`config.mk`:
```
export PLATFORM = sky130hd
export DESIGN_NAME = bus_arbiter
export DESIGN_NICKNAME = d
export VERILOG_FILES = /design/src/rtl/bus_arbiter.sv
export SDC_FILE = /design/constraint.sdc
export NUM_CORES = 1
export LEC_CHECK = 0
export ABC_AREA = 1
export CAP_MARGIN = 30
export CORE_UTILIZATION = 45
export DETAILED_ROUTE_END_ITERATION = 10
export PLACE_DENSITY = 0.72
export SYNTH_ARGS = -nofsm -noshare
export SYNTH_HDL_FRONTEND = slang
export SYNTH_SLANG_ARGS = --single-unit
```
`constraint.sdc`:
```
create_clock -name clk -period 2.3 [get_ports clk]
set_input_delay 0.46 -clock clk [delete_from_list [all_inputs] [get_ports clk]]
set_output_delay 0.46 -clock clk [all_outputs]
set_load 0.02 [all_outputs]
```
`src/rtl/bus_arbiter.sv`:
```
// ============================================================================
// Module   : bus_arbiter
// Brief    : N-master bus arbiter, active-low breq_/bgrt_ handshake, registered
//            grants held until release, sticky hold-timeout flag.
//            Optional macro ARB_ROUND_ROBIN_EN selects round-robin priority.
// Revision : 1.0
// ============================================================================
`default_nettype none

module bus_arbiter #(
    parameter int NUM_MASTERS = 4,
    parameter int IDW         = 2,
    parameter int HOLD_LIMIT  = 64,
    parameter int CNTW        = 16
) (
    input  logic                   clk,
    input  logic                   reset,
    input  logic [NUM_MASTERS-1:0] breq_,
    output logic [NUM_MASTERS-1:0] bgrt_,
    output logic [IDW-1:0]         owner,
    output logic                   busy,
    output logic [CNTW-1:0]        hold_cnt,
    output logic                   hold_timeout
);

    typedef enum logic [0:0] {
        ST_IDLE  = 1'b0,
        ST_GRANT = 1'b1
    } state_t;

    localparam logic [CNTW-1:0]        c_cnt_max    = {CNTW{1'b1}};
    localparam logic [CNTW-1:0]        c_hold_limit = CNTW'(HOLD_LIMIT);
    localparam logic [NUM_MASTERS-1:0] c_one        = NUM_MASTERS'(1);

    state_t                   r_state_q, w_state_d;
    logic [IDW-1:0]           r_owner_q, w_owner_d;
    logic [NUM_MASTERS-1:0]   r_bgrt_q,  w_bgrt_d;
    logic [CNTW-1:0]          r_cnt_q,   w_cnt_d;
    logic                     r_to_q,    w_to_d;

    logic [NUM_MASTERS-1:0]   w_cand;
    logic [NUM_MASTERS-1:0]   w_excl;
    logic [IDW-1:0]           w_win;
    logic                     w_found;
    logic                     w_grant_new;

    // The current owner is never a candidate: while holding it is not
    // competing, and on its release edge it may not re-acquire the bus.
    assign w_excl = (r_state_q == ST_GRANT) ? (c_one << r_owner_q) : '0;
    assign w_cand = ~breq_ & ~w_excl;

`ifdef ARB_ROUND_ROBIN_EN
    logic [IDW-1:0] r_ptr_q, w_ptr_d;
    logic [IDW-1:0] w_idx;

    // Search cyclically starting just after the pointer; descending k so the
    // nearest requester is the last (winning) assignment.
    always_comb begin
        w_found = 1'b0;
        w_win   = '0;
        w_idx   = '0;
        for (int k = NUM_MASTERS; k >= 1; k--) begin
            w_idx = IDW'((int'(r_ptr_q) + k) % NUM_MASTERS);
            if (w_cand[w_idx]) begin
                w_found = 1'b1;
                w_win   = w_idx;
            end
        end
    end

    assign w_ptr_d = w_grant_new ? w_win : r_ptr_q;

    always_ff @(posedge clk) begin
        if (reset) begin
            r_ptr_q <= IDW'(NUM_MASTERS - 1);
        end else begin
            r_ptr_q <= w_ptr_d;
        end
    end
`else
    always_comb begin
        w_found = 1'b0;
        w_win   = '0;
        for (int i = NUM_MASTERS - 1; i >= 0; i--) begin
            if (w_cand[i]) begin
                w_found = 1'b1;
                w_win   = IDW'(i);
            end
        end
    end
`endif

    always_comb begin
        w_state_d   = r_state_q;
        w_owner_d   = r_owner_q;
        w_bgrt_d    = r_bgrt_q;
        w_cnt_d     = r_cnt_q;
        w_grant_new = 1'b0;
        case (r_state_q)
            ST_IDLE: begin
                if (w_found) begin
                    w_grant_new = 1'b1;
                end
            end
            ST_GRANT: begin
                if (!breq_[r_owner_q]) begin
                    if (r_cnt_q != c_cnt_max) begin
                        w_cnt_d = r_cnt_q + CNTW'(1);
                    end
                end else if (w_found) begin
                    w_grant_new = 1'b1;
                end else begin
                    w_state_d = ST_IDLE;
                    w_bgrt_d  = '1;
                    w_cnt_d   = '0;
                end
            end
            default: begin
                w_state_d = ST_IDLE;
                w_bgrt_d  = '1;
                w_cnt_d   = '0;
            end
        endcase
        if (w_grant_new) begin
            w_state_d = ST_GRANT;
            w_owner_d = w_win;
            w_bgrt_d  = ~(c_one << w_win);
            w_cnt_d   = CNTW'(1);
        end
        w_to_d = r_to_q | (w_cnt_d == c_hold_limit);
    end

    always_ff @(posedge clk) begin
        if (reset) begin
            r_state_q <= ST_IDLE;
            r_owner_q <= '0;
            r_bgrt_q  <= '1;
            r_cnt_q   <= '0;
            r_to_q    <= 1'b0;
        end else begin
            r_state_q <= w_state_d;
            r_owner_q <= w_owner_d;
            r_bgrt_q  <= w_bgrt_d;
            r_cnt_q   <= w_cnt_d;
            r_to_q    <= w_to_d;
        end
    end

    assign bgrt_        = r_bgrt_q;
    assign owner        = r_owner_q;
    assign busy         = (r_state_q == ST_GRANT);
    assign hold_cnt     = r_cnt_q;
    assign hold_timeout = r_to_q;

endmodule

`default_nettype wire

```
* Word level (Yosys, flattened, before mapping)
Index checks and enable logic that the tools add are counted.
** Word-level totals
- Flip-flop bits (word level) :: 24
- Input bits :: 6
- Output and inout bits :: 24
- Word-level logic and storage cells :: 47
** Operators by class
- Add/sub/neg operators :: 1
- $lt $le $gt $ge :: 1
- Equal/unequal tests :: 3
- Shift-type cells :: 2
- Multiplexer cells :: 26
- Bitwise gates (word level) :: 6
- Reductions and logical operators :: 3
** Operators with widths (count)
- 2-to-1 mux 16 bit :: 5
- 2-to-1 mux 4 bit :: 5
- adder 16 x 1 -> 16 bit, second input constant :: 1
- equality test 16 x 7 -> 1 bit, second input constant :: 1
- != test 16 bit, second input constant :: 1
- inverter 4 bit :: 3
- 2-to-1 mux 1 bit :: 10
- 2-to-1 mux 2 bit :: 4
- << shifter 1 x 2 -> 4 bit, first input constant :: 2
- AND 4 bit :: 1
- nonzero test 2 bit :: 2
- less-than comparator 2 x 3 -> 1 bit, second input constant :: 1
- AND reduction 3 bit :: 1
- binary-select mux 1 bit (select 2 bit) :: 1
- != test 2 x 1 -> 1 bit, second input constant :: 1
- case mux 1 bit (2 select lines) :: 1
- inverter 1 bit :: 1
- bitwise OR 1 bit :: 1

* Logic depth before layout (Yosys ltp)
Gate-level depths: netlist of run 1.
- Depth after elaboration :: 14
- Mapped depth :: 16
- Depth with buffers taken out :: 16

* Worst setup path after synthesis of run 1
No wires, ideal clock.
- Kind :: register to register
- Start :: register r_cnt_q[0] (netlist: hold_cnt[0])
- End :: register r_to_q (netlist: hold_timeout)
- Library setup time :: 0.065 ns
- Arrival :: 1.896 ns
- Data required time :: 2.235 ns
- Setup slack :: 0.339 ns
- Stages on the path, launching flop included :: 15
- Path buffers :: 1
- Period minus slack after synthesis :: 1.961 ns
- Cells stage by stage :: dfxtp_1 ha_1 inv_1 nor2_1 nand4_1 buf_2 nand3_1 nand2_1 a21oi_2 nand2_1 nor2_1 nand2_1 nor2_1 nor2_1 nor2_1
** Between the ends
- Cells in the longest elaborated chain, start to end :: 7
- Elaborated cells between the ends (all ways) :: 9
- Those cells by class :: add/sub (1); eq/ne (2); mux (5); bitwise (1)
** Ends and longest elaborated chain
- from (decl) :: line 38 : logic [CNTW-1:0] r_cnt_q, w_cnt_d;
- from (signal assigned) :: line 144 : r_cnt_q <= w_cnt_d;
- adder 16 x 1 -> 16 bit / != test 16 bit (equally long branches) :: line 108, 107
- 2-to-1 mux 16 bit :: line 107 : if (r_cnt_q != c_cnt_max) begin
- 2-to-1 mux 16 bit :: line 106 : if (!breq_[r_owner_q]) begin
- 2-to-1 mux 16 bit * :: line 99 : case (r_state_q)
- 2-to-1 mux 16 bit * :: line 124 : if (w_grant_new) begin
- equality test 16 x 7 -> 1 bit * :: line 130 : w_to_d = r_to_q | (w_cnt_d == c_hold_limit);
- bitwise OR 1 bit * :: line 130
- to (signal assigned) :: line 145 : r_to_q <= w_to_d;
- to (decl) :: line 39 : logic r_to_q, w_to_d;
Mark *: on every way between the ends. The rest lies on a longest branch, timed or not.
A chain may end at the register's enable or synchronous reset.

* Worst setup path after layout of run 1
- Start :: input breq_[2]
- End :: register r_to_q (netlist: hold_timeout)
** Between the ends
- Cells in the longest elaborated chain, start to end :: 11
- Elaborated cells between the ends (all ways) :: 16
- Those cells by class :: eq/ne (1); mux (12); bitwise (3)
** Ends and longest elaborated chain
- from (decl) :: line 18 : input logic [NUM_MASTERS-1:0] breq_,
- inverter 4 bit :: line 50 : assign w_cand = ~breq_ & ~w_excl;
- AND 4 bit :: line 50
- 2-to-1 mux 1 bit (3 in a row) :: line 85 : if (w_cand[i]) begin
- 2-to-1 mux 1 bit / 2-to-1 mux 16 bit (equally long branches) :: line 101, 110
- 2-to-1 mux 1 bit / 2-to-1 mux 16 bit (equally long branches) :: line 106
- case mux 1 bit (2 select lines) / 2-to-1 mux 16 bit (equally long branches) :: line 99
- 2-to-1 mux 16 bit * :: line 124
- equality test 16 x 7 -> 1 bit * :: line 130
- bitwise OR 1 bit * :: line 130
Mark *: on every way between the ends. The rest lies on a longest branch, timed or not. The select of a mux whose other input is x is not followed.

==> results of run 1 <==
kinds of logic after synthesis:
family,after synthesis
fa+ha+maj,1
buf+inv,44
flops,24
simple gates,183
xor+xnor,6
compound gates,46
synth_stat cells (all sizes together):
cell	instances	area (um^2)
inv	34	127.6
o22ai	2	12.51
o21ai	23	118.9
ha	1	12.51
clkbuf	3	11.26
a211oi	2	15.01
nor2	46	225.2
nand2	96	375.4
xor2	5	43.79
nand3	35	175.2
buf	7	72.56
a21oi	19	102.6
dfxtp	24	480.5
nand4	6	37.54
xnor2	1	8.760
power breakdown:
group | total [mW] | internal (mW) | switching, mW
Sequential | 0.487 | 0.449 | 0.0387
Clock | 0.379 | 0.233 | 0.146
Combinational | 0.626 | 0.273 | 0.353
final cells by class:
cell class,count,area (um^2)
timing repair buffer,60,548.0
clock inverter,1,30.03
fill,352,1349
inverter,34,130.1
tap,48,60.06
sequential,24,480.5
multi-input combinational,236,1132
clock buffer,3,41.29
registers in the layout, summed over array words and instances, names as in the netlist:
| name | cells |
|---|---|
| busy | 1 |
| hold_cnt | 16 |
| bgrt_ | 4 |
| hold_timeout | 1 |
| owner | 2 |
worst min path at each step:
| stage | from | endpoint | slack, ps | cells past startpoint |
|---|---|---|---|---|
| after floorplan | bgrt_[0] | bgrt_[0] | 540 | 2 |
| after global placement | bgrt_[0] | bgrt_[0] | 450 | 2 |
| after detailed placement | bgrt_[2] | bgrt_[2] | 460 | 2 |
| after CTS | hold_timeout | hold_timeout | 490 | 2 |
| after global routing | bgrt_[2] | bgrt_[2] | 520 | 2 |
| final | hold_timeout | hold_timeout | 480 | 2 |
metal layers:
layer | global-route usage, % | vias up
met5 | 0 | -
met4 | 4.891 | 0
met3 | 4.861 | 4
met2 | 39.43 | 86
met1 | 36.58 | 949
li1 | - | 1083
repair_timing:
item | in CTS | in global routing
endpoints found under the setup margin | 0 | 1
resized for setup | 0 | 3
buffers inserted | 0 | 1
critical path: stages:
cell and delay [ps]:
clkdlybuf4s50_1 450, inv_1 50, nand3_1 90, o21ai_2 100, nor2_8 190, nor2_4 70, nor2_4 120, buf_12 120
a21oi_1 50, nand2_1 100, nand2_1 70, nor2_2 150, nand2_1 80, nor2_1 110, nor2_1 40, nor2_1 70
stage by stage:
step	util (%)	cell area (um^2)	std cells	total power, mW	hold slack, ps
2_1_floorplan	-	1819	304	0.8862	543.1
3_3_place_gp	61.94	2336	401	1.096	448.9
5_1_grt	64.23	2422	406	1.584	520.9
4_1_cts	63.84	2407	405	1.487	491.3
3_5_place_dp	61.94	2336	401	1.099	464.3
6_report	64.23	2422	406	1.492	478.8
==> qor.csv, run 1 <==
metric,value,unit
status,"finished, final reports clean",
first-pass GRT wire length,8473,um
Detailed Route WL,5132,um
unrepaired setup endpoints after global routing,no,
R2R depth,16,
Tmin final,2116,ps
synth warn,0,
Post-Synth XOR/XNOR Area,2.889,%
Reg2Reg Setup Slack,280,ps
DR top layer,met4,
Hold Fails Final Rpt,0,
Chip Width,65.58,um
met2 WL post-DR,2284,um
Core ar.,3771,um^2
worst setup margin,184.0,ps
"commonest non-fill, non-tap cell in the layout",nand2_1,
"FF+latch count, synth",24,
simple-gate area share of the yosys netlist,44.70,%
initial antenna violation count,0,
total number of vias,2122,
Setup TNS,0,ps
Tot GR Track Use,25.53,%
Nets,366,
mux contribution to synthesized area,0,%
dpl ws,-87.27,ps
largest net degree at the start of global routing,18,
CTS tree,yes,
Detailed Place HPWL,3914,um
Mapped Avg Cell Area,5.984,um^2
pwr dens,616.1,nW/um^2
CP endpoint kind,flip-flop,
HP Class,reg2reg,
crit path from,breq_[2],
Netlist cell types,27,
CTS root buf,clkbuf_8,
critical path type,in2reg,
Top Ports,30,
WP data required,2510,ps
Post-Route M1 WL,2421,um
initial core utilization,48.24,%
Area growth syn-to-layout,33.15,%
Port Buffers,29,
Final ANT Viol Nets,0,
max_cap viols,0,
Rows,22,
ANT cells,0,
CTS buffer count,3,
clock slew at reported path FFs,90,ps
Crit path arrival time,2330,ps
worst reg2reg path endpoint,hold_timeout,
TritonCTS Sinks,24,
met3 WL,386,um
vias in the first global route,1808,
Iteration-0 DRC Markers,183,
hold-fix buffers at CTS,0,
largest family of logic cells by synthesized area,simple AND/OR/NAND/NOR gates,
die area,4301,um^2
Slew HR,69.26,%
clk_skew,8.209,ps
CP Max Fanout,7,
grt ovf,0,
synthesized instance count,304,
max frequency,472.6,MHz
sequential fraction of the synthesis area,26.41,%
Pleak,1.063,nW
Post-Synth Adder-Cell Area,0.6878,%
die extent in y,65.58,um
post-synthesis compound-gate area fraction,13.69,%
"commonest cells after routing, fill and taps aside","nand2_1, nor2_1, nand3_1, inv_1",
max-slew violations,0,
share of post-route cells with drive strength above 1,15.08,%
"Clk Latency, worst-skew pair",270,ps
Worst-Margin Slew,459.7,ps
Critical Path Source Type,input pin,
Mapped Area,1819,um^2
Final Cycle Share,92.00,%
GP Congestion,1.010,
Worst R2R Start,hold_cnt[2],
peak supply drop,385.6,uV
"Setup violations, final",0,
via/cell ratio,5.227,
H-tree depth,1,
clock buffer depth,2,
DR pass1 iterations,6,
WL per Instance,12.64,um
Worst Setup EP,hold_timeout,
syn_nets,311,
DRC,0,
No activity file was read; power rests on OpenSTA's default activity.
==> inputs of run 2 (changes only) <==
Settings changed: CAP_MARGIN 30 to 20, CORE_UTILIZATION 45 to 53, PLACE_DENSITY 0.72 to 0.82.
==> run 2 against run 1 <==
  * Critical path depth is the same
  * Sequential power barely moved
  * First-iteration DRC count fell by 20%
  * Maximum frequency decreased by 0.27%
  * Hold slack improved by 0.96 ps
  * Combinational power is 6.1% lower
  * Sequential share of layout area is 0.96 points higher
  * Die area is 15% lower
  * Setup slack worse by 5.7 ps
  * Via count decreased by 1.1%
  * Critical endpoint unchanged
  * Largest power group unchanged
==> qor.csv, run 2 (synthesized netlist as in run 1, its figures left out) <==
metric,value,unit,change
first-pass GRT wire length,8052,um,was 8473 um
vias in the first global route,1809,,was 1808
CTS tree,yes,,unchanged
pwr dens,549.9,nW/um^2,was 616.1 nW/um^2
Top Ports,30,,unchanged
Design Power,1.271,mW,was 1.492 mW
"Clk Latency, worst-skew pair",330,ps,was 270 ps
CP Max Fanout,5,,was 7
ANT cells,0,,unchanged
crit path from,hold_cnt[0],,was breq_[2]
Worst-Margin Slew,363.9,ps,was 459.7 ps
Crit path arrival time,2400,ps,was 2330 ps
Reg area,480.5,um^2,unchanged
max-slew violations,0,,unchanged
Detailed Place HPWL,3730,um,was 3914 um
critical path type,reg2reg,,was in2reg
"commonest non-fill, non-tap cell in the layout",nand2_1,,unchanged
WP data required,2580,ps,was 2510 ps
grt ovf,0,,unchanged
clk_skew,1.284,ps,was 8.209 ps
unrepaired setup endpoints after global routing,no,,unchanged
Final ANT Viol Nets,0,,unchanged
Detailed Route WL,4871,um,was 5132 um
multi-input logic area,1132,um^2,unchanged
CTS buffer count,3,,unchanged
WL per Instance,12.27,um,was 12.64 um
Reg2Reg Setup Slack,180,ps,was 280 ps
worst reg2reg path endpoint,hold_timeout,,unchanged
die extent in y,60.59,um,was 65.58 um
peak supply drop,397.6,uV,was 385.6 uV
TritonCTS Sinks,24,,unchanged
R2R depth,16,,unchanged
Iteration-0 DRC Markers,147,,was 183
Tmin final,2122,ps,was 2116 ps
"commonest cells after routing, fill and taps aside","nand2_1, nor2_1, nand3_1, inv_1, clkdlybuf4s50_1",,"was nand2_1, nor2_1, nand3_1, inv_1"
Filler cells,301,,was 352
Rows,20,,was 22
CTS root buf,clkbuf_4,,was clkbuf_8
max frequency,471.3,MHz,was 472.6 MHz
Final Cycle Share,92.25,%,was 92.00%
Tot GR Track Use,29.70,%,was 25.53%
initial core utilization,57.70,%,was 48.24%
Hold Fails Final Rpt,0,,unchanged
total number of vias,2099,,was 2122
CP endpoint kind,flip-flop,,unchanged
DR pass1 iterations,7,,was 6
postcts setup bufs,0,,unchanged
Critical Path Source Type,flip-flop,,was input pin
H-tree depth,1,,unchanged
via/cell ratio,5.287,,was 5.227
Worst Setup EP,hold_timeout,,unchanged
status,"finished, final reports clean",,unchanged
worst setup margin,178.3,ps,was 184.0 ps
share of post-route cells with drive strength above 1,13.88,%,was 15.08%
Nets,362,,was 366
max_cap viols,0,,unchanged
Core ar.,3153,um^2,was 3771 um^2
Setup TNS,0,ps,unchanged
Chip Width,60.59,um,was 65.58 um
clock slew at reported path FFs,130,ps,was 90 ps
hold_ws,479.8,ps,was 478.8 ps
GP Congestion,0.9115,,was 1.010
die area,3671,um^2,was 4301 um^2
Area growth syn-to-layout,27.03,%,was 33.15%
max reg flops,16,,unchanged
Port Buffers,29,,unchanged
dpl ws,-108.3,ps,was -87.27 ps
Slew HR,75.68,%,was 69.26%
"Setup violations, final",0,,unchanged
HP Class,reg2reg,,unchanged
initial antenna violation count,0,,unchanged
Worst R2R Start,hold_cnt[0],,was hold_cnt[2]
Pleak,1.010,nW,was 1.063 nW
clock buffer depth,2,,unchanged
largest net degree at the start of global routing,22,,was 18
DRC,0,,unchanged
run 2: cell types whose count changed in the layout (fill, tap and decap cells not counted), sizes merged:
cell | before | now
buf | 31 | 27
bufinv | 1 | 0
run 2: layout make-up:
cell class | instances | share of cell area (%)
Clock buffer | 3 | 0.9746
Timing Repair Buffer | 56 | 21.33
Inverter | 34 | 5.522
Multi-Input combinational cell | 236 | 49.00
Sequential cell | 24 | 20.79
Tap cell | 44 | 2.382
run 2: per-stage QoR:
step                util (%)  std cells  cell area [um^2]
finish                 73.29        397              2311
global route           73.29        397              2311
floorplan                  -        304              1819
global placement       72.42        394              2283
detailed placement     72.42        394              2283
CTS                    73.13        397              2306
run 2: report_power, final:
part,internal (mW),switching (mW),total (mW)
registers,0.449,0.0385,0.488
clock network,0.0616,0.134,0.195
logic,0.248,0.340,0.588
run 2: worst min-delay path by stage:
stage,from,to,slack (ps),depth (start not counted)
floorplan,bgrt_[0],bgrt_[0],540,2
global placement,bgrt_[0],bgrt_[0],450,2
detailed placement,bgrt_[0],bgrt_[0],450,2
CTS,bgrt_[0],bgrt_[0],480,2
global route,bgrt_[3],bgrt_[3],500,2
finish,bgrt_[0],bgrt_[0],480,2
run 2: what timing repair did:
action	CTS	global route
gates resized for setup	0	2
hold buffers	0	0
endpoints found under the setup margin	0	1
run 2: critical path, cell delays in order (launching register included):
cell     delay (ps)
dfxtp_1         450
ha_1            200
buf_4           130
nand3_1         130
nor2_2          210
nand4_1         120
nand2_1          90
nand2_1          50
nand2_1          50
nand2_1          40
nand2_1          70
nand2_1          60
nor2_1          180
nand2_1          80
nor2_1           90
nor2_1           40
nor2_1           80
run 2: per-layer routing:
metal / global-route usage (%) / wire length [um] / vias up
met4: 11.36 / 87 / 0
met3: 3.625 / 400 / 11
li1: - / - / 1075
met1: 39.87 / 2117 / 925
met2: 48.82 / 2266 / 88
met5: 0 / 0 / -
